## src/rtl/serial_subtractor_16bit_pkg.sv

```systemverilog
// Shared types and sizing helpers for the bit-serial subtractor.
package serial_sub_pkg;

   typedef enum logic [1:0] {
      IDLE = 2'd0,
      RUN  = 2'd1,
      DONE = 2'd2
   } state_t;

   // Slice counter width; never narrower than one bit so N=1 still has a counter.
   function automatic int unsigned cnt_width(input int unsigned n);
      return ($clog2(n) < 1) ? 1 : $clog2(n);
   endfunction

   localparam int unsigned NUM_BITS_DEF       = 16;
   localparam int unsigned BITS_PER_CYCLE_DEF = 1;
   localparam int unsigned N_DEF              = NUM_BITS_DEF / BITS_PER_CYCLE_DEF;
   localparam int unsigned CNT_W_DEF          = cnt_width(N_DEF);

endpackage

```

## src/rtl/serial_subtractor_16bit_sub_slice.sv

```systemverilog
// Combinational W-bit subtract slice: {bout, d} = x - y - bin.
module sub_slice
   import serial_sub_pkg::*;
#(
   parameter int unsigned W = BITS_PER_CYCLE_DEF
) (
   input  logic [W-1:0] x,
   input  logic [W-1:0] y,
   input  logic         bin,
   output logic [W-1:0] d,
   output logic         bout
);

   localparam int unsigned WP1 = W + 1;

   logic [W:0] w_full;

   // Zero-extended difference; the extra MSB is the borrow out.
   assign w_full = {1'b0, x} - {1'b0, y} - WP1'(bin);
   assign d      = w_full[W-1:0];
   assign bout   = w_full[W];

endmodule

```

## src/rtl/serial_subtractor_16bit.sv

```systemverilog
// Multi-cycle bit-serial unsigned subtractor: diff = a - b - borrow_in,
// BITS_PER_CYCLE bits per clock, LSB first, with start/busy/done handshake.
module serial_subtractor_16bit
   import serial_sub_pkg::*;
#(
   parameter int unsigned NUM_BITS       = NUM_BITS_DEF,
   parameter int unsigned BITS_PER_CYCLE = BITS_PER_CYCLE_DEF
) (
   input  logic                clk,
   input  logic                n_rst,
   input  logic                start,
   input  logic [NUM_BITS-1:0] a,
   input  logic [NUM_BITS-1:0] b,
   input  logic                borrow_in,
   output logic [NUM_BITS-1:0] diff,
   output logic                borrow_out,
   output logic                busy,
   output logic                done
);

   localparam int unsigned N     = NUM_BITS / BITS_PER_CYCLE;
   localparam int unsigned CNT_W = cnt_width(N);

   if ((BITS_PER_CYCLE == 0) || ((NUM_BITS % BITS_PER_CYCLE) != 0)) begin : g_bad_cfg
      $fatal(1, "BITS_PER_CYCLE must be nonzero and divide NUM_BITS");
   end

   state_t                    r_state;
   state_t                    w_next;
   logic                      w_accept;
   logic                      w_last;

   logic [NUM_BITS-1:0]       r_a_sr;
   logic [NUM_BITS-1:0]       r_b_sr;
   logic                      r_borrow;
   logic [CNT_W-1:0]          r_cnt;
   logic [NUM_BITS-1:0]       r_diff;
   logic                      r_borrow_out;
   logic                      r_busy;
   logic                      r_done;

   logic [BITS_PER_CYCLE-1:0] w_d;
   logic                      w_bout;
   logic [NUM_BITS-1:0]       w_res_next;

   sub_slice #(
      .W (BITS_PER_CYCLE)
   ) u_slice (
      .x    (r_a_sr[BITS_PER_CYCLE-1:0]),
      .y    (r_b_sr[BITS_PER_CYCLE-1:0]),
      .bin  (r_borrow),
      .d    (w_d),
      .bout (w_bout)
   );

   // Partial result: completed slices enter from the MSB side and drift down.
   if (N > 1) begin : g_acc
      logic [NUM_BITS-BITS_PER_CYCLE-1:0] r_acc;

      assign w_res_next = {w_d, r_acc};

      always_ff @(posedge clk or negedge n_rst) begin
         if (!n_rst) begin
            r_acc <= '0;
         end else if (w_accept) begin
            r_acc <= '0;
         end else if (r_state == RUN) begin
            r_acc <= w_res_next[NUM_BITS-1:BITS_PER_CYCLE];
         end
      end
   end else begin : g_single
      assign w_res_next = w_d;
   end

   // State register.
   always_ff @(posedge clk or negedge n_rst) begin
      if (!n_rst) begin
         r_state <= IDLE;
      end else begin
         r_state <= w_next;
      end
   end

   // Next-state logic; DONE accepts a new start just like IDLE.
   always_comb begin
      w_next   = r_state;
      w_accept = 1'b0;
      w_last   = 1'b0;
      unique case (r_state)
         IDLE, DONE: begin
            if (start) begin
               w_accept = 1'b1;
               w_next   = RUN;
            end else begin
               w_next   = IDLE;
            end
         end
         RUN: begin
            if (r_cnt == CNT_W'(N - 1)) begin
               w_last = 1'b1;
               w_next = DONE;
            end
         end
         default: w_next = IDLE;
      endcase
   end

   // Operand shifters, borrow chain, slice counter and result registers.
   always_ff @(posedge clk or negedge n_rst) begin
      if (!n_rst) begin
         r_a_sr       <= '0;
         r_b_sr       <= '0;
         r_borrow     <= 1'b0;
         r_cnt        <= '0;
         r_diff       <= '0;
         r_borrow_out <= 1'b0;
         r_busy       <= 1'b0;
         r_done       <= 1'b0;
      end else begin
         r_busy <= (w_next == RUN);
         r_done <= (w_next == DONE);
         if (w_accept) begin
            r_a_sr   <= a;
            r_b_sr   <= b;
            r_borrow <= borrow_in;
            r_cnt    <= '0;
         end else if (r_state == RUN) begin
            r_a_sr   <= r_a_sr >> BITS_PER_CYCLE;
            r_b_sr   <= r_b_sr >> BITS_PER_CYCLE;
            r_borrow <= w_bout;
            r_cnt    <= r_cnt + CNT_W'(1);
            if (w_last) begin
               r_diff       <= w_res_next;
               r_borrow_out <= w_bout;
            end
         end
      end
   end

   assign diff       = r_diff;
   assign borrow_out = r_borrow_out;
   assign busy       = r_busy;
   assign done       = r_done;

endmodule
```

## config.mk

```make
export PLATFORM = sky130hd
export DESIGN_NAME = serial_subtractor_16bit
export DESIGN_NICKNAME = d
export VERILOG_FILES = /design/src/rtl/serial_subtractor_16bit_pkg.sv /design/src/rtl/serial_subtractor_16bit_sub_slice.sv /design/src/rtl/serial_subtractor_16bit.sv
export SDC_FILE = /design/constraint.sdc
export NUM_CORES = 1
export LEC_CHECK = 0
export ABC_AREA = 1
export CAP_MARGIN = 40
export CORE_ASPECT_RATIO = 1.4
export CORE_MARGIN = 1
export CORE_UTILIZATION = 43
export CTS_CLUSTER_SIZE = 40
export DETAILED_ROUTE_END_ITERATION = 16
export GPL_TIMING_DRIVEN = 1
export PLACE_DENSITY_LB_ADDON = 0.15
export SLEW_MARGIN = 15
export SYNTH_ARGS = -nofsm -noshare
export SYNTH_HDL_FRONTEND = slang
export SYNTH_SLANG_ARGS = --single-unit
export TNS_END_PERCENT = 5
```

## constraint.sdc

```tcl
create_clock -name clk -period 1.4 [get_ports clk]
set_clock_uncertainty 0.2 [all_clocks]
set_input_delay 0.21 -clock clk [delete_from_list [all_inputs] [get_ports clk]]
set_output_delay 0.21 -clock clk [all_outputs]
set_load 0.03 [all_outputs]
```

After elaboration in Yosys (flattened, before gate mapping)
Cells that the tools add are included.
{ "word_totals": {"regBits": 73, "latchBits": 0, "ram_bits": 0, "rom_bits": 0, "inputBits": 36, "output_inout_bits": 19, "word_cells": 40, "memories": 0} }
{ "classes": {"addsub": 3, "mul": 0, "div_mod_pow": 0, "magnitude_cmp": 0, "eq_ne": 5, "n_shift": 0, "n_mux": 17, "bitwise": 1, "reduce_logical": 4} }
{ "ops": {"columns": ["operator", "count"], "rows": [
  ["2-to-1 mux 16 bit", 4],
  ["2-to-1 mux 15 bit", 2],
  ["2-to-1 mux 4 bit", 2],
  ["2-to-1 mux 1 bit", 7],
  ["adder 4 x 1 -> 4 bit, second input constant", 1],
  ["equality test 2 x 1 -> 1 bit, second input constant", 2],
  ["equality test 2 bit, second input constant", 2],
  ["equality test 4 bit, second input constant", 1],
  ["case mux 2 bit (2 select lines)", 1],
  ["AND reduction 3 bit", 1],
  ["zero test 2 bit", 1],
  ["2-to-1 mux 2 bit", 1],
  ["nonzero test 2 bit", 1],
  ["OR reduction 2 bit", 1],
  ["subtractor 1 x 1 -> 2 bit", 1],
  ["subtractor 2 x 1 -> 2 bit", 1],
  ["NOT 1 bit", 1]
]} }

Longest topological paths before layout
Gate-level depths: netlist of the first run.
{ "depth": {"depth_word": 5, "ltp_mapped": 8, "ltp_nobuf": 7} }

Cells and area by module
A second synthesis of the first run with hierarchy kept.
{ "unflattened": {"cells_unflattened": 394, "area_unflattened_um2": 3165.5} }
{ "by_module_without_submodules": {"columns": ["mod", "instances", "cells_per_inst", "area_per_inst_um2"], "rows": [
  ["serial_subtractor_16bit", 1, 391, 3138.0],
  ["sub_slice", 1, 3, 27.5]
]} }

Worst setup path before layout of the first run
Ideal clock, no wire load.
{ "synth_path": {"kind": "flip-flop to flip-flop", "from": "register r_cnt[0]", "to": "register r_diff[6], in the netlist diff[6]", "setup_time_ns": 0.123, "t_arrival_ns": 1.178, "required_time_ns": 1.077, "path_slack_ns": -0.101, "path_stages_with_launch": 8, "path_buffers": 2, "cell_sequence": "dfrtp_1 > ha_1 > nand3_1 > buf_2 > nor2_8 > buf_6 > nand2_1 > nand2_1"} }
{ "synth_between": {"elab_chain_cells": 4} }
{ "synth_rtl": {"columns": ["element", "line", "source"], "rows": [
  ["start: declaration", "serial_subtractor_16bit.sv:36", "logic [CNT_W-1:0] r_cnt;"],
  ["start signal: assignment", "serial_subtractor_16bit.sv:131", "r_cnt <= r_cnt + CNT_W'(1);"],
  ["equality test 4 bit", "serial_subtractor_16bit.sv:99", "if (r_cnt == CNT_W'(N - 1)) begin"],
  ["2-to-1 mux 1 bit", "serial_subtractor_16bit.sv:99", null],
  ["2-to-1 mux 1 bit", "serial_subtractor_16bit.sv:89", "unique case (r_state)"],
  ["AND reduction 3 bit (no source line)", null, null],
  ["end signal: assignment", "serial_subtractor_16bit.sv:133", "r_diff <= w_res_next;"],
  ["end: declaration", "serial_subtractor_16bit.sv:37", "logic [NUM_BITS-1:0] r_diff;"]
]} }
Every way passes these cells.
A chain may end at the register's enable or synchronous reset.

Final worst setup path of the first run
{ "layout_path": {"from": "register r_cnt[1]", "to": "register r_borrow_out, in the netlist borrow_out"} }
{ "layout_between": {"elab_chain_cells": 4} }
{ "layout_rtl": {"columns": ["element", "line", "source"], "rows": [
  ["equality test 4 bit", "serial_subtractor_16bit.sv:99", null],
  ["2-to-1 mux 1 bit", "serial_subtractor_16bit.sv:99", null],
  ["2-to-1 mux 1 bit", "serial_subtractor_16bit.sv:89", null],
  ["AND reduction 3 bit (no source line)", null, null],
  ["end signal: assignment", "serial_subtractor_16bit.sv:134", "r_borrow_out <= w_bout;"],
  ["end: declaration", "serial_subtractor_16bit.sv:38", "logic r_borrow_out;"]
]} }
Every way passes these cells.

==> summary.md, run 1 <==
| Metric | Value |
|---|---|
| Final Setup Violations | 0 |
| Root Buffer Master | clkbuf_8 |
| Number of remaining DRC errors | 0 |
| Initial Util | 45.4% |
| Routed WL per cell | 11.6 um |
| Hold Fails Final Rpt | 0 |
| Multi-input logic area | 1190 um^2 |
| Period utilization | 99.4% |
| GPL Wtd Cong | 0.747 |
| Class of the worst hold path | input port to async pin |
| Syn Std Cell Area | 3210 um^2 |
| Final worst slack | roughly 7.7 ps |
| Die height | 104 um |
| Pre-Repair DR Iteration Count | 4 |
| Min Clock Period, post-route | 1390 ps |
| I/O Buffers | between 50 and 60 |
| Final Slew Violations | 0 |
| Clock slew at the register clock pins of the worst setup and hold paths | roughly 80 ps |
| Total grt overflow | 0 |
| Fmax | 718 MHz |
| Core area | roughly 7100 um^2 |
| Synthesized area per cell | 8.23 um^2 |
| CP Launch Type | flip-flop |
| Die W | 75.0 um |
| Synth area leaders | dfrtp_1 57%, nand2_1 24%, inv_1 2.8%, o22ai_1 2.5%, nand3_1 2.2% |
| Clock Latency Late Sink | 340 ps |
| Filler cells | 663 |
| Setup CP Type | flip-flop to flip-flop |
| Post-synthesis net count | 428 |
| Critical Path End Type | flip-flop |
| Iter 0 DRT Violations | 129 |
| Clk buf depth | 2 |
| Yosys reg bits | 73 |
| Share of cells above drive strength 1 | 15.5% |
| Num CTS Buffers | 9 |
| Diode count | 0 |
| FP Rows | 36 |
| Vias after detailed routing | 2651 |
| Vias in the first global route | 2626 |
| Setup TNS | 0 ps |
| Worst IR Drop VDD | 0.000906 V |
| FF+latch area | 1830 um^2 |
| CP startpoint | r_cnt[1]$_DFFE_PN0P_ |
| Total track usage | 19.6% |
| Top-Level Pins | 55 |
| CP Max Fanout | 18 |
| Post-synth top area share | 56.9% |
| Hpwl dp | 4.25 mm |
| Die area | approximately 7800 um^2 |
| Worst endpoint required time | 1480 ps |
| Leading area contributor after synthesis | dfrtp_1 |
| Status | complete, no violations |
| Initial antenna violation count | 0 |
| Slew headroom | 74.4% |
| Worst r2r src | r_cnt[1]$_DFFE_PN0P_ |
| Vias per cell | 4.74 |
| RSZ-0062 raised after global routing | yes |
| TritonCTS clock tree | yes |
| Worst-margin pin slew | 384 ps |
| DP Worst Slack | -335 ps |
| First-pass GRT wire length | 11.8 mm |
| Area grow syn2layout | 31.2% |
| Largest net degree at the start of global routing | 74 |
| PwrDens | 2170 nW/um^2 |
| Reg2Reg Depth | 5 |
| Yosys cell types | 22 |
| Cell leakage power | 0.00223 uW |
| Clock sinks | 73 |
| WP data arrival | 1480 ps |
| Share of the yosys chip area belonging to registers | between 50 and 60% |
| Htree depth | 3 |
| Final wirelength | 6.50 mm |
| Antenna-violating nets left | 0 |
| Maxcap violations | 0 |
| YS warnings | 0 |
| NumNets Final | approximately 500 |
| Post-Syn Instances | 390 |
[metrics by stage]
step	cells	hold slack (ps)	area [um^2]	utilization (%)	power [uW]
3_3_place_gp	541	54.3	3910	55.2	6950
6_report	559	203	4210	59.6	9140
3_5_place_dp	541	53.0	3910	55.2	7090
4_1_cts	558	187	4180	59.1	9170
2_1_floorplan	390	-286	3220	-	5840
5_1_grt	559	229	4210	59.6	9920
[layer usage]
layer	part of all wire [%]	wire (um)	global-route usage (%)	up-vias
met5	0	0	0	-
li1	-	-	-	1345
met4	1.9	124	8.49	0
met3	3.4	222	3.49	13
met1	45	2940	25.5	1225
met2	49	3220	31.2	68
[final timing paths]
check                                    endpoint  slack, ps
hold reg to reg              diff[10]$_DFFE_PN0P_        270
max in group asynchronous  r_b_sr[10]$_DFFE_PN0P_        480
setup reg to reg           borrow_out$_DFFE_PN0P_          8
hold / removal               diff[11]$_DFFE_PN0P_        200
min in group clk           r_b_sr[15]$_DFFE_PN0P_        200
setup / recovery           borrow_out$_DFFE_PN0P_          8
[sequential cells by signal, indices dropped and copies added, names as in the netlist]
register / count
borrow_out: 1
busy: 1
diff: 16
done: 1
g_acc.r_acc: 15
r_a_sr: 16
r_b_sr: 16
r_borrow: 1
r_cnt: 4
r_state: 2
[worst max-delay path: stages, from the launching register on]
cell and delay, ps:
dfrtp_1 400, ha_4 160, nand3_4 120, nor2_8 270, nand2_1 100, nand2_2 80
[synth_stat cells]
| master | count |
|---|---|
| nand2_1 | 207 |
| dfrtp_1 | 73 |
| inv_1 | 24 |
| nand3_1 | 14 |
| o21ai_0 | 13 |
| o22ai_1 | 13 |
| buf_2 | 11 |
| o21ai_1 | 8 |
| nor2_1 | 6 |
| buf_4 | 4 |
| buf_6 | 3 |
| inv_2 | 2 |
| nand2_2 | 2 |
| nor2_2 | 2 |
| a21oi_1 | 1 |
| clkbuf_1 | 1 |
| clkbuf_2 | 1 |
| fa_1 | 1 |
| ha_1 | 1 |
| nand2_4 | 1 |
| nor2_8 | 1 |
| xnor2_1 | 1 |
[power by group]
part           switching (uW)  internal (uW)
sequential                475           2980
clock                     800           1190
combinational            2210           1490
[cell families after synthesis]
group / count (synthesis) / share of synthesized area, %
compound gates: 35 / 5.96
xor+xnor: 1 / 0.273
fa+ha+maj: 2 / 1.01
buf+inv: 46 / 7.01
flops: 73 / 56.9
simple gates: 233 / 28.8
[cell usage in the layout (no fill, tap or decap), drive strengths merged]
| master | netlist | layout |
|---|---|---|
| ha | 1 | 1 |
| clkdlybuf4s15 | 0 | 1 |
| nor2 | 9 | 9 |
| clkinv | 0 | 1 |
| bufinv | 0 | 3 |
| a21oi | 1 | 1 |
| xnor2 | 1 | 1 |
| fa | 1 | 1 |
| o21ai | 21 | 21 |
| clkbuf | 2 | 10 |
| dlygate4sd3 | 0 | 1 |
| clkdlybuf4s50 | 0 | 34 |
| nand3 | 14 | 14 |
| inv | 26 | 27 |
| nand2 | 210 | 210 |
| buf | 18 | 42 |
| clkinvlp | 0 | 1 |
| o22ai | 13 | 13 |
| dfrtp | 73 | 73 |
[final cells by class]
cell class / instances / area share [%]
flip-flops and latches: 73 / 43.4
multi-input cells: 271 / 28.3
repair buffers: 78 / 17.3
clock buffers: 10 / 3.03
well taps: 95 / 2.82
clock inverters: 6 / 2.73
inverters: 26 / 2.44
[what timing repair did]
action                     CTS  global route
setup endpoints to repair   51            60
cloned                       0             0
hold buffers                 1             0
hold endpoints to repair    73             0
setup buffers                0             1
gates resized for setup      7            11
pin swaps                    1             3
No activity file was read; power rests on OpenSTA's default activity.
==> inputs of run 2 (changes only) <==
Settings changed: SETUP_SLACK_MARGIN set to 0.2.
==> run 2 against run 1 <==
Utilization grew 0.97 points. Worst hold slack lost 3.7 ps. First-iteration DRC count grew 24%. Clock-buffer cell count grew 2. Highest routed layer unchanged.
==> summary.md, run 2 (same netlist as run 1, synthesis figures left out) <==
| Metric | Value |
|---|---|
| Vias after detailed routing | 2639 (-0.45%) |
| Diode count | 0 (unchanged) |
| Most frequent cells in the layout | 207 x nand2_1, 73 x dfrtp_1, 34 x clkdlybuf4s50_1 |
| Clk buf depth | 2 (unchanged) |
| Clock slew at the register clock pins of the worst setup and hold paths | 70 ps (about the same) |
| Slew headroom | 73.8% (-0.61 points) |
| Routed WL per cell | 11.9 um (+2.5%) |
| Core area | 7070 um^2 (unchanged) |
| Total track usage | 19.2% (-0.34 points) |
| FP Rows | 36 (unchanged) |
| Clock sinks | 73 (unchanged) |
| Worst IR Drop VDD | 0.000858 V (-5.4%) |
| Clock Latency Late Sink | 350 ps (about the same) |
| NumNets Final | 493 (-0.80%) |
| Antenna-violating nets left | 0 (unchanged) |
| DP Worst Slack | -230 ps (+105 ps) |
| Status | complete, no violations |
| Maxcap violations | 0 (unchanged) |
| Critical Path End Type | flip-flop |
| Final wirelength | 6.62 mm (+1.7%) |
| Number of remaining DRC errors | 0 (unchanged) |
| Fmax | 719 MHz (about the same) |
| Area grow syn2layout | 33.4% |
| Pre-Repair DR Iteration Count | 4 (unchanged) |
| Worst-margin pin slew | 393 ps (+9.16 ps) |
| Reg2Reg Depth | 5 (unchanged) |
| CP Max Fanout | 18 (unchanged) |
| Cell leakage power | 0.00224 uW (+0.47%) |
| Worst endpoint required time | 1420 ps (-60 ps) |
| Initial antenna violation count | 0 (unchanged) |
| Total grt overflow | 0 (unchanged) |
| Setup crit end | diff[6]$_DFFE_PN0P_ |
| Iter 0 DRT Violations | 160 (+24%) |
| Non-Filler Instances | 555 (-0.72%) |
| WP data arrival | 1420 ps (-60 ps) |
| Top-Level Pins | 55 (unchanged) |
| CP startpoint | r_cnt[1]$_DFFE_PN0P_ |
| Worst r2r src | r_cnt[1]$_DFFE_PN0P_ |
| R2R setup slack | 8 ps (about the same) |
| Final Util | 60.5% (+0.97 points) |
| Tightest hold margin | 199 ps (-3.67 ps) |
| Multi-input logic area | 1200 um^2 (+0.73%) |
| FF+latch area | 1830 um^2 (unchanged) |
| CP Launch Type | flip-flop |
| Share of cells above drive strength 1 | 15.2% (-0.30 points) |
| Leading cell type in the layout, fill and taps excluded | nand2_1 |
| Hold Fails Final Rpt | 0 (unchanged) |
| Die height | 104 um (unchanged) |
| GPL Wtd Cong | 0.776 (+3.9%) |
| Setup CP Type | flip-flop to flip-flop |
| Vias in the first global route | 2622 (-0.15%) |
| Hpwl dp | 4.29 mm (+1.1%) |
| I/O Buffers | 54 (unchanged) |
| Final worst slack | 8.35 ps (+0.612 ps) |
| Htree depth | 3 (unchanged) |
| Final Slew Violations | 0 (unchanged) |
| Root Buffer Master | clkbuf_8 |
| Class of the worst hold path | input port to async pin |
| Filler cells | 699 (+5.4%) |
| Final Setup Violations | 0 (unchanged) |
| Die W | 75.0 um (unchanged) |
| Largest net degree at the start of global routing | 74 (unchanged) |
| TritonCTS clock tree | yes |
| PwrDens | 2140 nW/um^2 (-1.2%) |
| First-pass GRT wire length | 11.5 mm (-2.6%) |
| Die area | 7820 um^2 (unchanged) |
| RSZ-0062 raised after global routing | yes |
| Num CTS Buffers | 9 (unchanged) |
| R2r endpoint | diff[6]$_DFFE_PN0P_ |
| Min Clock Period, post-route | 1390 ps (-0.612 ps) |
| Vias per cell | 4.75 (+0.26%) |
| Period utilization | 99.4% (about the same) |
| Initial Util | 45.4% (unchanged) |
| Placed Cells | 537 (-0.74%) |
[run 2: cell count changes in the layout (fill, tap and decap cells not counted), sizes merged]
cell | previous run | this run
bufinv | 3 | 1
inv | 27 | 26
clkinv | 1 | 2
buf | 42 | 39
clkdlybuf4s15 | 1 | 0
clkbuf | 10 | 12
[run 2: layer usage]
layer  routed length (um)  up-vias  global-route usage (%)
li1                     -     1338                       -
met1                 2930     1228                    23.1
met2                 3290       62                    32.4
met3                  255       11                    4.07
met4                  141        0                    8.09
met5                    0        -                       0
[run 2: how the worst min path moves through the flow]
stage	start	endpoint	slack (ps)	cells past startpoint
global placement	n_rst	done$_DFF_PN0_	60	2
finish	n_rst	diff[11]$_DFFE_PN0P_	200	3
floorplan	n_rst	borrow_out$_DFFE_PN0P_	-290	0
CTS	b[15]	r_b_sr[15]$_DFFE_PN0P_	190	3
detailed placement	n_rst	diff[11]$_DFFE_PN0P_	60	2
global route	b[15]	r_b_sr[15]$_DFFE_PN0P_	210	3
[run 2: layout make-up]
type,instances,share of cell area (%)
multi-input cells,271,28.1
flip-flops and latches,73,42.7
well taps,95,2.78
clock buffers,12,3.62
repair buffers,74,19.4
inverters,26,2.28
clock inverters,4,1.20
[run 2: power breakdown]
part	internal [uW]	switching [uW]	leakage (uW)	total, uW
combinational	1750	2230	0.00119	3970
clock	922	783	0.000103	1700
sequential	2980	519	0.000945	3500
total	5650	3530	0.00224	9180
[run 2: worst max-delay path, cell delays in order (launching register included)]
cell,delay [ps]
dfrtp_1,400
ha_4,160
nand3_4,120
buf_12,180
o21ai_0,140
nand2_1,70
[run 2: through the flow]
step	cell area (um^2)	TNS (ps)	total power, uW
floorplan	3220	0	5840
global placement	3950	-9780	7110
detailed placement	3950	-9720	7250
CTS	4180	0	9020
global route	4280	-1660	9930
finish	4280	0	9180
[run 2: timing repair]
action	in CTS	in global routing
gates resized for setup	3	29
hold buffers	1	0
endpoints found under the hold margin	73	0
endpoints found under the setup margin	92	92
pin swaps	0	4
setup buffers	0	1
==> inputs of run 3 (changes only) <==
Settings changed: CORE_UTILIZATION 43 to 47, TNS_END_PERCENT 5 to 20.
==> run 3 against run 2 <==
Critical path type unchanged. Via count up 2.7%. Setup slack lost 70 ps. Design area is 5.8% higher. Final cell count increased by 1.8%. Worst hold slack got worse by 75 ps. Sequential power about the same. Utilization up 8.0 points. Critical endpoint is now busy$_DFF_PN0_. Critical path depth up 1. Wire length increased by 9.2%. Register-to-register slack worse by 70 ps. The run now ends with negative setup slack left.
==> summary.md, run 3 (same netlist as run 1, synthesis figures left out) <==
| Metric | Value |
|---|---|
| Status | complete, but fails checks |
| Violated checks | negative setup slack |
| Antenna-violating nets left | 0 (unchanged) |
| Min Clock Period, post-route | 1460 ps (+69.5 ps) |
| CP startpoint | r_cnt[1]$_DFFE_PN0P_ |
| Root Buffer Master | clkbuf_8 |
| Final wirelength | 7.23 mm (+9.2%) |
| Vias per cell | 4.80 (+0.87%) |
| Pre-Repair DR Iteration Count | 4 (unchanged) |
| PwrDens | 2130 nW/um^2 (-0.45%) |
| Area grow syn2layout | 41.2% |
| Final worst slack | -61.2 ps (-69.5 ps) |
| Initial antenna violation count | 0 (unchanged) |
| Die area | 7170 um^2 (-8.3%) |
| TritonCTS clock tree | yes |
| Worst IR Drop VDD | 0.000953 V (+11%) |
| FP Rows | 35 (-2.8%) |
| Worst-margin pin slew | 382 ps (-11.4 ps) |
| Placed Cells | 536 (-0.19%) |
| Critical Path End Type | flip-flop |
| CP Launch Type | flip-flop |
| Clock sinks | 73 (unchanged) |
| CP Max Fanout | 5 (-13) |
| Period utilization | 104% (+5.0 points) |
| RSZ-0062 raised after global routing | yes |
| Filler cells | 538 (-23%) |
| I/O Buffers | 54 (unchanged) |
| Htree depth | 3 (unchanged) |
| Maxcap violations | 0 (unchanged) |
| Setup CP Type | flip-flop to flip-flop |
| Die height | 99.8 um (-4.3%) |
| Initial Util | 48.6% (+3.2 points) |
| GPL Wtd Cong | 0.724 (-6.8%) |
| Final Slew Violations | 0 (unchanged) |
| Non-Filler Instances | 565 (+1.8%) |
| Class of the worst hold path | input port to async pin |
| NumNets Final | 506 (+2.6%) |
| Die W | 71.9 um (-4.2%) |
| WP data arrival | 1490 ps (+70 ps) |
| Cell leakage power | 0.00235 uW (+5.3%) |
| Worst endpoint required time | 1430 ps (about the same) |
| Number of remaining DRC errors | 0 (unchanged) |
| Clock Latency Late Sink | 350 ps (about the same) |
| Top-Level Pins | 55 (unchanged) |
| Vias after detailed routing | 2710 (+2.7%) |
| Clock slew at the register clock pins of the worst setup and hold paths | 80 ps (about the same) |
| Share of cells above drive strength 1 | 20.7% (+5.5 points) |
| Total grt overflow | 0 (unchanged) |
| Hold Fails Final Rpt | 0 (unchanged) |
| Clk buf depth | 2 (unchanged) |
| Num CTS Buffers | 9 (unchanged) |
| Largest net degree at the start of global routing | 37 (-50%) |
| Vias in the first global route | 2533 (-3.4%) |
| First-pass GRT wire length | 11.7 mm (+1.8%) |
| Final Util | 68.5% (+8.0 points) |
| Final Setup Violations | 16 (+16) |
| Worst r2r src | r_cnt[1]$_DFFE_PN0P_ |
| Fmax | 684 MHz (-4.8%) |
| Hpwl dp | 4.21 mm (-1.9%) |
| Leading cell type in the layout, fill and taps excluded | nand2_1 |
| Most frequent cells in the layout | 193 x nand2_1, 73 x dfrtp_1, 34 x clkdlybuf4s50_1 |
| Slew headroom | 74.6% (+0.76 points) |
| Core area | 6610 um^2 (-6.5%) |
| Diode count | 0 (unchanged) |
| Total track usage | 21.4% (+2.2 points) |
| Iter 0 DRT Violations | 170 (+6.3%) |
| Routed WL per cell | 12.8 um (+7.3%) |
-- run 3: cell types whose count changed in the layout (fill, tap and decap cells not counted), sizes merged --
cell / previous run / this run
clkbuf: 12 / 13
clkinvlp: 1 / 0
nor2: 9 / 12
buf: 39 / 49
bufinv: 1 / 2
inv: 26 / 27
clkinv: 2 / 0
-- run 3: report_power, final --
group | switching, uW | total, uW | internal (uW)
registers | 526 | 3510 | 2980
clock network | 774 | 1980 | 1210
logic | 2370 | 4180 | 1810
-- run 3: layout make-up --
class                   instances  area [um^2]  area share [%]
clock inverters                 3         68.8            1.52
repair buffers                 84          950            21.0
inverters                      26          110            2.43
multi-input cells             274         1280            28.3
clock buffers                  13          179            3.95
flip-flops and latches         73         1830            40.3
well taps                      92          115            2.54
-- run 3: routing by layer --
metal	routed length, um	up-vias	GRT usage [%]
li1	-	1372	-
met1	3100	1268	25.7
met2	3790	60	37.1
met3	207	10	4.42
met4	125	0	9.05
met5	0	-	0
-- run 3: stage by stage --
step	area [um^2]	setup TNS (ps)	setup WS, ps	hold WS [ps]	total power [uW]
after global routing	4530	-3720	-118	131	10400
after detailed placement	3930	-15480	-376	-44.7	7090
after global placement	3930	-13850	-324	-48.4	6980
final	4530	-384	-61.2	124	9670
after CTS	4430	-4.95	-3.52	113	9600
after floorplan	3240	0	5.68	-286	5860
-- run 3: worst max-delay path, cell delays in order (launching register included) --
cell and delay (ps):
dfrtp_1 400, ha_4 170, nand3_4 140, buf_4 180, buf_4 120, nor2_2 90, nor2_1 50
-- run 3: final timing paths --
| check | to | slack (ps) | cells after the start |
|---|---|---|---|
| worst max-delay path | busy$_DFF_PN0_ | -60 | 6 |
| worst min-delay path | diff[13]$_DFFE_PN0P_ | 120 | 2 |
| worst max register to register | busy$_DFF_PN0_ | -60 | 6 |
| worst min register to register | diff[3]$_DFFE_PN0P_ | 260 | 2 |
| max in group asynchronous | diff[4]$_DFFE_PN0P_ | 410 | 3 |
| min in group clk | r_a_sr[15]$_DFFE_PN0P_ | 200 | 3 |
-- run 3: timing repair --
| item | CTS | global route |
|---|---|---|
| gates cloned | 2 | 3 |
| gates resized for setup | 51 | 10 |
| hold endpoints to repair | 73 | 0 |
| pin swaps | 29 | 7 |
| setup endpoints to repair | 92 | 92 |
| buffers inserted | 3 | 4 |
| hold buffers | 1 | 0 |
